--- config.mk ---
export PLATFORM = sky130hd
export DESIGN_NAME = serial_col_sched_flat
export DESIGN_NICKNAME = d
export VERILOG_FILES = /design/src/rtl/serial_col_pkg.sv /design/src/rtl/serial_col_sched_if.sv /design/src/rtl/serial_col_sched_rr_arb2.sv /design/src/rtl/serial_col_sched.sv /design/src/flat_wrapper.sv
export SDC_FILE = /design/constraint.sdc
export NUM_CORES = 1
export LEC_CHECK = 0
export CAP_MARGIN = 40
export CORE_ASPECT_RATIO = 0.75
export CORE_MARGIN = 1.5
export CORE_UTILIZATION = 55
export DETAILED_ROUTE_END_ITERATION = 10
export PLACE_DENSITY = 0.84
export SYNTH_ARGS = -nofsm -noshare
export SYNTH_HDL_FRONTEND = slang
export SYNTH_HIERARCHICAL = 1
export SYNTH_SLANG_ARGS = --single-unit
--- constraint.sdc ---
create_clock -name clk -period 4.12 [get_ports clk]
set_input_delay 1.03 -clock clk [delete_from_list [all_inputs] [get_ports clk]]
set_output_delay 1.03 -clock clk [all_outputs]
set_load 0.1 [all_outputs]
--- src/rtl/serial_col_pkg.sv ---
// Shared definitions for the serial column link (scheduler side and serial_in receiver).
package serial_col_pkg;
    localparam int COL_W    = 3;
    localparam int NUM_COLS = 7;

    typedef enum logic [1:0] {
        IDLE  = 2'd0,
        SETUP = 2'd1,
        HIGH  = 2'd2,
        GAPW  = 2'd3
    } state_t;
endpackage

--- src/rtl/serial_col_sched_if.sv ---
// Requester/scheduler bus: two request/column pairs in, grant, status and serial pins out.
interface serial_col_sched_if #(parameter int COL_W = serial_col_pkg::COL_W);
    logic             req0;
    logic [COL_W-1:0] col0;
    logic             req1;
    logic [COL_W-1:0] col1;
    logic [1:0]       gnt;
    logic             busy;
    logic             done;
    logic             ser_clk;
    logic             ser_bit;

    modport master (output req0, col0, req1, col1,
                    input  gnt, busy, done, ser_clk, ser_bit);
    modport slave  (input  req0, col0, req1, col1,
                    output gnt, busy, done, ser_clk, ser_bit);
endinterface

--- src/rtl/serial_col_sched_rr_arb2.sv ---
// Two-way round-robin arbiter; the pointer moves to favour the loser after each grant.
module rr_arb2 (
    input  logic       clk,
    input  logic       reset,
    input  logic [1:0] req,
    input  logic       advance,
    output logic [1:0] gnt
);
    logic ptr_r;

    // ptr_r = 0 favours req[0], ptr_r = 1 favours req[1]
    assign gnt[0] = req[0] & (~req[1] | ~ptr_r);
    assign gnt[1] = req[1] & (~req[0] |  ptr_r);

    // Pointer update: after granting requester 0, favour requester 1 and vice versa
    always_ff @(posedge clk or negedge reset) begin
        if (!reset) begin
            ptr_r <= 1'b0;
        end else if (advance) begin
            ptr_r <= gnt[0];
        end else begin
            ptr_r <= ptr_r;
        end
    end
endmodule

--- src/rtl/serial_col_sched.sv ---
// Arbitrates two column-index requesters and shifts the winner's index out LSB-first
// with a divided serial clock, followed by a guard gap.
module serial_col_sched
    import serial_col_pkg::*;
#(
    parameter int DIV = 4,
    parameter int GAP = 8
) (
    input  logic              clk,
    input  logic              reset,
    serial_col_sched_if.slave bus
);
    localparam int TMAX = (DIV > GAP) ? DIV : GAP;
    localparam int TW   = $clog2(TMAX + 1);
    localparam int BW   = $clog2(COL_W + 1);

    state_t           state_r;
    logic [TW-1:0]    timer_r;
    logic [BW-1:0]    bit_cnt_r;
    logic [COL_W-1:0] shreg_r;
    logic             busy_r;
    logic             done_r;
    logic             ser_clk_r;
    logic             ser_bit_r;

    logic             idle_s;
    logic [1:0]       req_s;
    logic [1:0]       gnt_s;
    logic [COL_W-1:0] shift_s;

    // Grants are only possible in IDLE and never while reset is asserted
    assign idle_s  = (state_r == IDLE) && reset;
    assign req_s   = {bus.req1, bus.req0} & {2{idle_s}};
    assign shift_s = shreg_r >> 1;

    rr_arb2 u_arb (
        .clk     (clk),
        .reset   (reset),
        .req     (req_s),
        .advance (|gnt_s),
        .gnt     (gnt_s)
    );

    assign bus.gnt     = gnt_s;
    assign bus.busy    = busy_r;
    assign bus.done    = done_r;
    assign bus.ser_clk = ser_clk_r;
    assign bus.ser_bit = ser_bit_r;

    // Frame FSM: output flops are loaded with the levels of the state being entered
    always_ff @(posedge clk or negedge reset) begin
        if (!reset) begin
            state_r   <= IDLE;
            timer_r   <= '0;
            bit_cnt_r <= '0;
            shreg_r   <= '0;
            busy_r    <= 1'b0;
            done_r    <= 1'b0;
            ser_clk_r <= 1'b0;
            ser_bit_r <= 1'b0;
        end else begin
            case (state_r)
                IDLE: begin
                    timer_r   <= '0;
                    bit_cnt_r <= '0;
                    done_r    <= 1'b0;
                    ser_clk_r <= 1'b0;
                    if (|gnt_s) begin
                        state_r   <= SETUP;
                        shreg_r   <= gnt_s[1] ? bus.col1 : bus.col0;
                        ser_bit_r <= gnt_s[1] ? bus.col1[0] : bus.col0[0];
                        busy_r    <= 1'b1;
                    end else begin
                        busy_r    <= 1'b0;
                        ser_bit_r <= 1'b0;
                    end
                end
                SETUP: begin
                    if (timer_r == TW'(DIV - 1)) begin
                        state_r   <= HIGH;
                        timer_r   <= '0;
                        ser_clk_r <= 1'b1;
                    end else begin
                        timer_r   <= timer_r + TW'(1);
                    end
                end
                HIGH: begin
                    if (timer_r == TW'(DIV - 1)) begin
                        timer_r   <= '0;
                        shreg_r   <= shift_s;
                        bit_cnt_r <= bit_cnt_r + BW'(1);
                        ser_clk_r <= 1'b0;
                        if (bit_cnt_r == BW'(COL_W - 1)) begin
                            state_r   <= GAPW;
                            ser_bit_r <= 1'b0;
                            done_r    <= (GAP == 1);
                        end else begin
                            state_r   <= SETUP;
                            ser_bit_r <= shift_s[0];
                        end
                    end else begin
                        timer_r   <= timer_r + TW'(1);
                    end
                end
                GAPW: begin
                    if (timer_r == TW'(GAP - 1)) begin
                        state_r <= IDLE;
                        timer_r <= '0;
                        busy_r  <= 1'b0;
                        done_r  <= 1'b0;
                    end else begin
                        timer_r <= timer_r + TW'(1);
                        // done lands in the final gap cycle
                        done_r  <= (timer_r == TW'(GAP - 2));
                    end
                end
                default: begin
                    state_r   <= IDLE;
                    timer_r   <= '0;
                    bit_cnt_r <= '0;
                    shreg_r   <= '0;
                    busy_r    <= 1'b0;
                    done_r    <= 1'b0;
                    ser_clk_r <= 1'b0;
                    ser_bit_r <= 1'b0;
                end
            endcase
        end
    end
endmodule
--- src/flat_wrapper.sv ---
// flat-port wrapper written by rule: the top's interface ports become plain ports
module serial_col_sched_flat import serial_col_pkg::*;
#(
    parameter int DIV = 4,
    parameter int GAP = 8
)
  (clk, reset, bus_req0, bus_col0, bus_req1, bus_col1, bus_gnt, bus_busy, bus_done, bus_ser_clk, bus_ser_bit);
  serial_col_sched_if bus_i ();
  input  logic clk;
  input  logic reset;
  input wire logic [$bits(bus_i.req0)-1:0] bus_req0;
  input wire logic [$bits(bus_i.col0)-1:0] bus_col0;
  input wire logic [$bits(bus_i.req1)-1:0] bus_req1;
  input wire logic [$bits(bus_i.col1)-1:0] bus_col1;
  output wire logic [$bits(bus_i.gnt)-1:0] bus_gnt;
  output wire logic [$bits(bus_i.busy)-1:0] bus_busy;
  output wire logic [$bits(bus_i.done)-1:0] bus_done;
  output wire logic [$bits(bus_i.ser_clk)-1:0] bus_ser_clk;
  output wire logic [$bits(bus_i.ser_bit)-1:0] bus_ser_bit;
  assign bus_i.req0 = bus_req0;
  assign bus_i.col0 = bus_col0;
  assign bus_i.req1 = bus_req1;
  assign bus_i.col1 = bus_col1;
  assign bus_gnt = bus_i.gnt;
  assign bus_busy = bus_i.busy;
  assign bus_done = bus_i.done;
  assign bus_ser_clk = bus_i.ser_clk;
  assign bus_ser_bit = bus_i.ser_bit;
  serial_col_sched #(.DIV(DIV), .GAP(GAP)) u_core (.clk(clk), .reset(reset), .bus(bus_i));
endmodule
### Yosys cells after proc, flatten, opt, wreduce, memory -nomap -nowiden

Index checks and enable logic that the tools add are counted.

| storage, ports and cells | value |
|---|---|
| word-level logic and storage cells | 75 |
| register bits after elaboration | 16 |

| cells by class | value |
|---|---|
| reductions and logical operators | 14 |
| equality and inequality tests | 12 |
| bitwise operators | 8 |
| add/subtract/negate cells | 2 |
| mux-type cells | 30 |

Operator list:

| cell | count |
|---|---|
| 2-to-1 mux 2 bit | 6 |
| one-hot mux 4 bit (3 select lines) | 1 |
| 2-to-1 mux 1 bit | 11 |
| 2-to-1 mux 3 bit | 3 |
| AND reduction 3 bit | 3 |
| equality test 4 x 3 -> 1 bit (second input constant) | 2 |
| 2-to-1 mux 4 bit | 2 |
| inequality test 2 x 1 -> 1 bit (second input constant) | 4 |
| one-hot mux 2 bit (4 select lines) | 1 |
| equality test 2 bit (second input constant) | 3 |
| one-hot mux 1 bit (3 select lines) | 2 |
| one-hot mux 3 bit (2 select lines) | 1 |
| nonzero test 3 bit | 2 |
| adder 4 x 1 -> 4 bit (second input constant) | 1 |
| equality test 4 x 2 -> 1 bit (second input constant) | 1 |
| one-hot mux 1 bit (2 select lines) | 2 |
| one-hot mux 2 bit (2 select lines) | 1 |
| AND reduction 2 bit | 2 |
| AND reduction 4 bit | 1 |
| nonzero test 2 bit | 2 |
| OR reduction 2 bit | 2 |
| NOT 1 bit | 3 |
| adder 2 x 1 -> 2 bit (second input constant) | 1 |
| bitwise AND 1 bit | 2 |
| other kinds (6) | 7 |

### Depth between registers and ports, before layout

Gate-level depths: netlist (run 1).

| depth | value |
|---|---|
| depth in word-level cells | 9 |
| depth in mapped cells | 10 |

### Hierarchy

The synthesis (run 1) kept the hierarchy.

By module, submodules not included:

| module | area each (µm²) | cells an instance | times used |
|---|---|---|---|
| serial_col_sched | 892.1 | 99 | 1 |
| rr_arb2 | 62.6 | 5 | 1 |

### Worst setup path after synthesis (run 1)

OpenSTA, ideal clock, no wires.

| timing | value |
|---|---|
| kind | input-to-reg |
| from | input bus_req1 |
| to | register u_core.shreg_r[1] |
| path buffers | 1 |
| stages | 7 |
| data arrival time | 4.575 ns |
| setup slack | -0.576 ns |
| required time | 3.998 ns |
| cell sequence | and3_1 -> a21boi_0 -> clkbuf_1 -> mux2_2 -> o221ai_1 -> o21ai_0 -> a32o_1 |

| on the way | value |
|---|---|
| elaborated cells between the ends (all ways) | 11 |
| classes of those cells | eq/ne (1); mux (3); bitwise (5); reduce/logical (2) |

RTL lines:

| element | line | source |
|---|---|---|
| start: declaration | flat_wrapper.sv:13 | `input wire logic [$bits(bus_i.req1)-1:0] bus_req1;` |
| bitwise AND 2 bit (*) | serial_col_sched.sv:33 | `assign req_s = {bus.req1, bus.req0} & {2{idle_s}};` |
| bitwise AND 1 bit (*) | serial_col_sched_rr_arb2.sv:13 | `assign gnt[1] = req[1] & (~req[0] \| ptr_r);` |
| via bus_gnt[1] | flat_wrapper.sv:15 | `output wire logic [$bits(bus_i.gnt)-1:0] bus_gnt;` |
| 2-to-1 mux 3 bit / OR reduction 2 bit (equally long branches) | serial_col_sched.sv:70, serial_col_sched.sv:68 |  |
| 2-to-1 mux 3 bit / inequality test 2 bit (equally long branches) | - |  |
| one-hot mux 3 bit (2 select lines) / AND reduction 3 bit (equally long branches) | - |  |
| end signal: assignment | serial_col_sched.sv:70 | `shreg_r <= gnt_s[1] ? bus.col1 : bus.col0;` |
| end signal: assignment | serial_col_sched.sv:90 | `shreg_r <= shift_s;` |
| end: declaration | serial_col_sched.sv:20 | `logic [COL_W-1:0] shreg_r;` |

The timed path passes the listed nets; every way through them passes the cells marked *. The select of a mux whose other input is x is not followed.
A chain may end at the register's enable or synchronous reset.

### Worst setup path in the final report (run 1)

| timing | value |
|---|---|
| from | input reset |
| to | output bus_gnt[1] |

| on the way | value |
|---|---|
| elaborated cells between the ends (all ways) | 5 |
| classes of those cells | bitwise (4); reduce/logical (1) |

RTL lines:

| element | line | source |
|---|---|---|
| start: declaration | flat_wrapper.sv:10 | `input logic reset;` |
| logical AND 1 bit | serial_col_sched.sv:32 | `assign idle_s = (state_r == IDLE) && reset;` |
| bitwise AND 2 bit | serial_col_sched.sv:33 |  |
| via u_core.req_s[1] | serial_col_sched.sv:27 | `logic [1:0] req_s;` |
| bitwise AND 1 bit | serial_col_sched_rr_arb2.sv:13 |  |
| end: declaration | flat_wrapper.sv:15 |  |

The timed path passes the listed nets, and every way through them passes these cells.

==> results of run 1 <==
==> critical path, stage by stage <==
cell and delay, ns:
clkdlybuf4s50_1 0.51, and3_1 0.21, a21boi_1 0.18, buf_4 0.19
buf_12 0.18
==> power breakdown <==
group	leakage, µW	switching, µW	internal (µW)
clock network	0.0000150	44.8	37.6
logic	0.000337	349	227
registers	0.000196	48.8	198
==> final cells by class <==
type	count	area share
flip-flops and latches	15	0.3064
inverters	8	0.02451
repair buffers	21	0.2002
well taps	21	0.02145
multi-input cells	76	0.4259
clock buffers	4	0.02145
==> cells by family after synthesis <==
group                      count (synthesis)  share of synthesized area
and+or+nand+nor                           32                     0.1665
AOI/OAI and AO/OA                         31                     0.2215
DFF                                       15                     0.3932
buffers and inverters                     13                    0.06028
adders and majority gates                  7                    0.09174
muxes                                      4                    0.04849
xor gates and xnor gates                   2                    0.01835
==> sequential cells by signal (all words and copies together) (netlist names), 2 cells and up <==
| signal | flops |
|---|---|
| u_core/shreg_r | 2 |
| u_core/bit_cnt_r | 2 |
| u_core/timer_r | 4 |
| u_core/state_r | 2 |
==> stage by stage <==
stage          total power (µW)  setup slack (ns)
2_1_floorplan             644.5            0.1854
3_3_place_gp              745.1            0.8372
3_5_place_dp              816.1            0.7896
4_1_cts                   904.7            0.7845
5_1_grt                   965.7            0.7247
6_report                  905.8            0.7807
==> final timing paths <==
check | endpoint | slack (ns) | cells after the start
setup / recovery | bus_gnt[1] | 0.78 | 5
hold / removal | u_core/timer_r[0] | 0.52 | 1
setup reg to reg | u_core/shreg_r[1] | 1.46 | 9
hold reg to reg | u_core/timer_r[0] | 0.52 | 1
max in group asynchronous | u_core/shreg_r[1] | 2.80 | 2
min in group asynchronous | u_core/bus.ser_bit | 1.14 | 2
==> layout by cell type (no fill, tap or decap), types with 2 or more instances in the layout <==
cell,synthesis,routed
dfrtp_1,15,15
clkdlybuf4s50_1,0,13
nor2_1,12,12
inv_1,8,8
o21ai_0,8,8
a21oi_1,8,8
nand2_1,8,8
ha_1,7,7
buf_8,0,4
clkbuf_4,0,3
a22o_1,3,3
buf_12,0,2
buf_4,0,2
nand3b_1,2,2
nand3_1,2,2
and3_1,2,2
mux2i_1,2,2
a21boi_2,2,2
a2bb2oi_1,2,2
==> layer usage <==
| metal | vias up | wire length (µm) | GRT usage |
|---|---|---|---|
| li1 | 409 | - | - |
| met5 | - | 0 | 0 |
| met1 | 423 | 1052 | 0.3349 |
| met4 | 0 | 24 | 0.1014 |
| met2 | 24 | 1128 | 0.4416 |
| met3 | 4 | 93 | 0.07364 |
==> impl_results.md, run 1 <==
* Worst skew pair latency at 0.28 ns
* Synth Cell Area at 954.7 µm²
* # setup viols final at 0
* Iteration-0 DRC count of the detailed router at 26
* Netlist cell types at 35
* Vias in the first global route at 794
* First-pass GRT wire length at 3.691 mm
* Sequential fraction of the synthesis area at 0.3932
* Post-synth net total at 121
* Worst Path Arrival at 2.31 ns
* DR vias at 860
* Worst EP required at 3.09 ns
* I/O Buffers at 15
* Sink Count at 15
* Grt ovf at 0
* Critical path class: primary input to output port
* CTS tree: built
* Initial core utilization at 0.6173
* Placer Congestion at 0.8800
* Post-synth ARST share at 1.000
* Dpl hpwl at 1.664 mm
* Initial antenna violation count at 0
* Post-CTS setup buffers at 0
* Area fraction of the dominant cell type after synthesis at 0.3932
* Syn Area/Cell at 9.179 µm²
* Pleak at 0.0005482 µW
* # IOs at 16
* Crit Reg-Reg Startpoint: u_core/state_r[1]
* CP max FO at 8
* PwrDens at 739.5 nW/µm²
* Crit start category: primary input
* Die width at 51.11 µm
* Fin Clk Skew at 0.001919 ns
* Max clock buf depth at 2
* Most instantiated cells after synthesis: dfrtp_1, nor2_1
* Fin crit share at 0.8105
* RSZ-0062 raised after global routing: false
* Layout cell share with drive strength beyond 1 at 0.1452
* Post-Syn Instances at 104
* ANT cells at 0
* Final Util at 0.7921
* Setup crit end kind: output port
* Top-count cell post-synth: dfrtp_1
* Max IR drop VDD at 0.0007997 V
* Final antenna-violating net count at 0
* Fillers at 96
* Routed vias/inst at 5.931
* Slew HR at 0.6592
* P&R area growth vs syn at 28.31%
* CTS clk-pin slew, worst paths at 0.08 ns
* GRT Overall Usage at 0.2666
* Cell taking the most area after synthesis: dfrtp_1
* Final hold vios at 0
* Hold buffers post-CTS at 0
* EDFF count, synth at 0
* Maximum number of pins on one net before global-route repair at 16
* Max Cap Viol at 0
* WL/cell at 15.85 µm
* Syn. warnings at 6
* TritonRoute pass-1 iters at 4
* Nets at 142
* Die ar. at 1997 µm²
* Dominant cells by area after synthesis: dfrtp_1, ha_1, nor2_1
* DP Area at 1199 µm²
* Critical Path Start: reset
* Core area at 1546 µm²
* Dpl cells at 141
* Post-route cell area at 1225 µm²
* Ys flop type: dfrtp_1
* Die H at 39.08 µm
* Multi-input logic area at 521.8 µm²
* Worst hold start: u_core/timer_r[0]
* Root Driver: clkbuf_4
* # H-tree levels at 1
* Layout Cells excl Fill at 145
* Seq. cell area at 375.4 µm²
* Status: finished, final reports clean
* DRC viols at 0
* Row Count at 12
* Fin Hold WS at 0.5220 ns
* HP Class: register to register
* F_max at 299.5 MHz
* # resized after CTS at 0
* Setup_tns at 0 ns
* Post-Route WL at 2.298 mm
* Minimum clock period at 3.339 ns
* Yosys reg bits at 15
* Final Max Tran Viols at 0
* Worst Tran Pin Value at 0.5113 ns
* CTS buffer count at 3
Note: power is estimated with default switching activity, not from simulation.
==> run 2: changes to the inputs <==
--- a/config.mk
+++ b/config.mk
@@ -8,9 +8,9 @@
 export CAP_MARGIN = 40
 export CORE_ASPECT_RATIO = 0.75
 export CORE_MARGIN = 1.5
-export CORE_UTILIZATION = 55
+export CORE_UTILIZATION = 51
 export DETAILED_ROUTE_END_ITERATION = 10
-export PLACE_DENSITY = 0.84
+export PLACE_DENSITY = 0.79
 export SYNTH_ARGS = -nofsm -noshare
 export SYNTH_HDL_FRONTEND = slang
 export SYNTH_HIERARCHICAL = 1
==> constraint.sdc (replaced) <==
create_clock -name clk -period 3.1 [get_ports clk]
set_input_delay 0.775 -clock clk [delete_from_list [all_inputs] [get_ports clk]]
set_output_delay 0.775 -clock clk [all_outputs]
set_load 0.1 [all_outputs]
==> run 2 against run 1 <==
  * Via count shrank 9.9%
  * Combinational power grew 21%
  * Setup slack lost 0.56 ns
  * Die area grew 7.3%
  * Largest cell class unchanged
==> impl_results.md, run 2 (synthesis gave the netlist of run 1 again) <==
* Die H at 40.47 µm (+3.6%)
* Die ar. at 2143 µm² (+7.3%)
* Core area at 1740 µm² (+13%)
* Busiest layer in global routing: met2
* WL/cell at 13.91 µm (-12%)
* Pleak at 0.0005315 µW (-3.0%)
* CP max FO at 8 (unchanged)
* Final hold vios at 0 (unchanged)
* CTS buffer count at 3 (unchanged)
* Initial antenna violation count at 0 (unchanged)
* Slew HR at 0.6611 (+0.001960)
* CTS clk-pin slew, worst paths at 0.08 ns (about the same)
* Maximum number of pins on one net before global-route repair at 16 (unchanged)
* # resized after CTS at 0 (unchanged)
* Post-Route WL at 1.989 mm (-13%)
* Root Driver: clkbuf_4
* Max clock buf depth at 2 (unchanged)
* Status: finished, final reports clean
* Met2 Resource Use GR at 0.3219 (-0.1197)
* # setup viols final at 0 (unchanged)
* Hold buffers post-CTS at 0 (unchanged)
* HP Class: register to register
* Critical path class: primary input to output port
* Worst EP required at 2.32 ns (-0.77 ns)
* Final antenna-violating net count at 0 (unchanged)
* Routed vias/inst at 5.420 (-8.6%)
* Worst Tran Pin Value at 0.5083 ns (-0.002940 ns)
* Setup_tns at 0 ns (unchanged)
* Nets at 139 (-2.1%)
* Max IR drop VDD at 0.0006145 V (-23%)
* Layout cell share with drive strength beyond 1 at 0.1653 (+0.02013)
* Final Max Tran Viols at 0 (unchanged)
* Most flop-heavy register: u_core/timer_r
* # H-tree levels at 1 (unchanged)
* RSZ-0062 raised after global routing: false
* Most frequent cells in the layout: dfrtp_1, nor2_1, clkdlybuf4s50_1
* PwrDens at 966.8 nW/µm² (+31%)
* Iteration-0 DRC count of the detailed router at 22 (-15%)
* Fin Clk Skew at 0.006841 ns (+0.004923 ns)
* Worst slack, placed at 0.1956 ns (-0.5940 ns)
* First-pass GRT wire length at 3.111 mm (-16%)
* I/O Buffers at 15 (unchanged)
* Max Cap Viol at 0 (unchanged)
* Commonest non-fill, non-tap cell in the layout: dfrtp_1
* DR vias at 775 (-9.9%)
* Met3 Usage GRT at 0.06716 (-0.006479)
* Grt ovf at 0 (unchanged)
* # IOs at 16 (unchanged)
* Sink Count at 15 (unchanged)
* Dpl hpwl at 1.471 mm (-12%)
* P&R area growth vs syn at 23.07%
* DRC viols at 0 (unchanged)
* Die width at 52.96 µm (+3.6%)
* Vias in the first global route at 708 (-11%)
* GRT Overall Usage at 0.2095 (-0.05708)
* Fin crit share at 0.9297
* ANT cells at 0 (unchanged)
* Minimum clock period at 2.882 ns
* Crit start category: primary input
* Met1 Use GR at 0.2700 (-0.06492)
* Post-CTS setup buffers at 0 (unchanged)
* Placer Congestion at 0.7202 (-18%)
* TritonRoute pass-1 iters at 4 (unchanged)
* Setup crit end kind: output port
* Final setup margin at 0.2179 ns (-0.5628 ns)
* Max reg flops at 4 (unchanged)
* Row Count at 13 (+1)
* Initial core utilization at 0.5485 (-0.06879)
* Fillers at 142 (+48%)
* F_max at 347.0 MHz
* Worst Path Arrival at 2.11 ns (-0.20 ns)
* CTS tree: built
* Worst skew pair latency at 0.29 ns (about the same)
[run 2: cell types whose count changed in the layout (fill, tap and decap cells not counted), sizes merged]
cell / previous run / this run
buf: 8 / 9
clkdlybuf4s50: 13 / 9
[run 2: stage by stage]
stage	power, µW	utilization	cell area [µm²]	std cells	hold slack, ns
floorplan	862.9	-	965.9	104	0.4503
global placement	1001	0.6600	1149	139	0.4668
detailed placement	1021	0.6600	1149	139	0.4747
CTS	1140	0.6751	1175	143	0.4878
global route	1220	0.6751	1175	143	0.5142
finish	1136	0.6751	1175	143	0.4841
[run 2: where the power goes]
part	switching (µW)	total, µW	internal (µW)
Combinational	439	699	259
Sequential	60.4	324	264
Clock	62.9	113	50.0
[run 2: path summary, 6_finish.rpt]
| check | from | end | slack [ns] | depth (start not counted) |
|---|---|---|---|---|
| worst min register to register | u_core/timer_r[0] | u_core/timer_r[0] | 0.48 | 1 |
| worst max-delay path | reset | bus_gnt[1] | 0.22 | 4 |
| max in group asynchronous | reset | u_core/timer_r[1] | 2.00 | 2 |
| worst min-delay path | u_core/timer_r[0] | u_core/timer_r[0] | 0.48 | 1 |
| min in group asynchronous | reset | u_core/u_arb/ptr_r | 0.67 | 1 |
| worst max register to register | u_core/state_r[1] | u_core/shreg_r[1] | 0.86 | 8 |
[run 2: final cells by class]
type / count / area [µm²] / area share
well taps: 22 / 27.53 / 0.02343
inverters: 8 / 30.03 / 0.02556
repair buffers: 18 / 182.7 / 0.1555
flip-flops and latches: 15 / 375.4 / 0.3195
multi-input cells: 76 / 533.0 / 0.4537
clock buffers: 4 / 26.28 / 0.02236
[run 2: worst max-delay path, stage by stage]
cell             delay [ns]
clkdlybuf4s50_1        0.56
and3_1                 0.23
a21boi_4               0.33
buf_12                 0.22
[run 2: routing by layer]
layer / up-vias / wire [µm]
li1: 398 / -
met5: - / 0
met1: 358 / 973
met2: 17 / 884
met3: 2 / 118
met4: 0 / 12
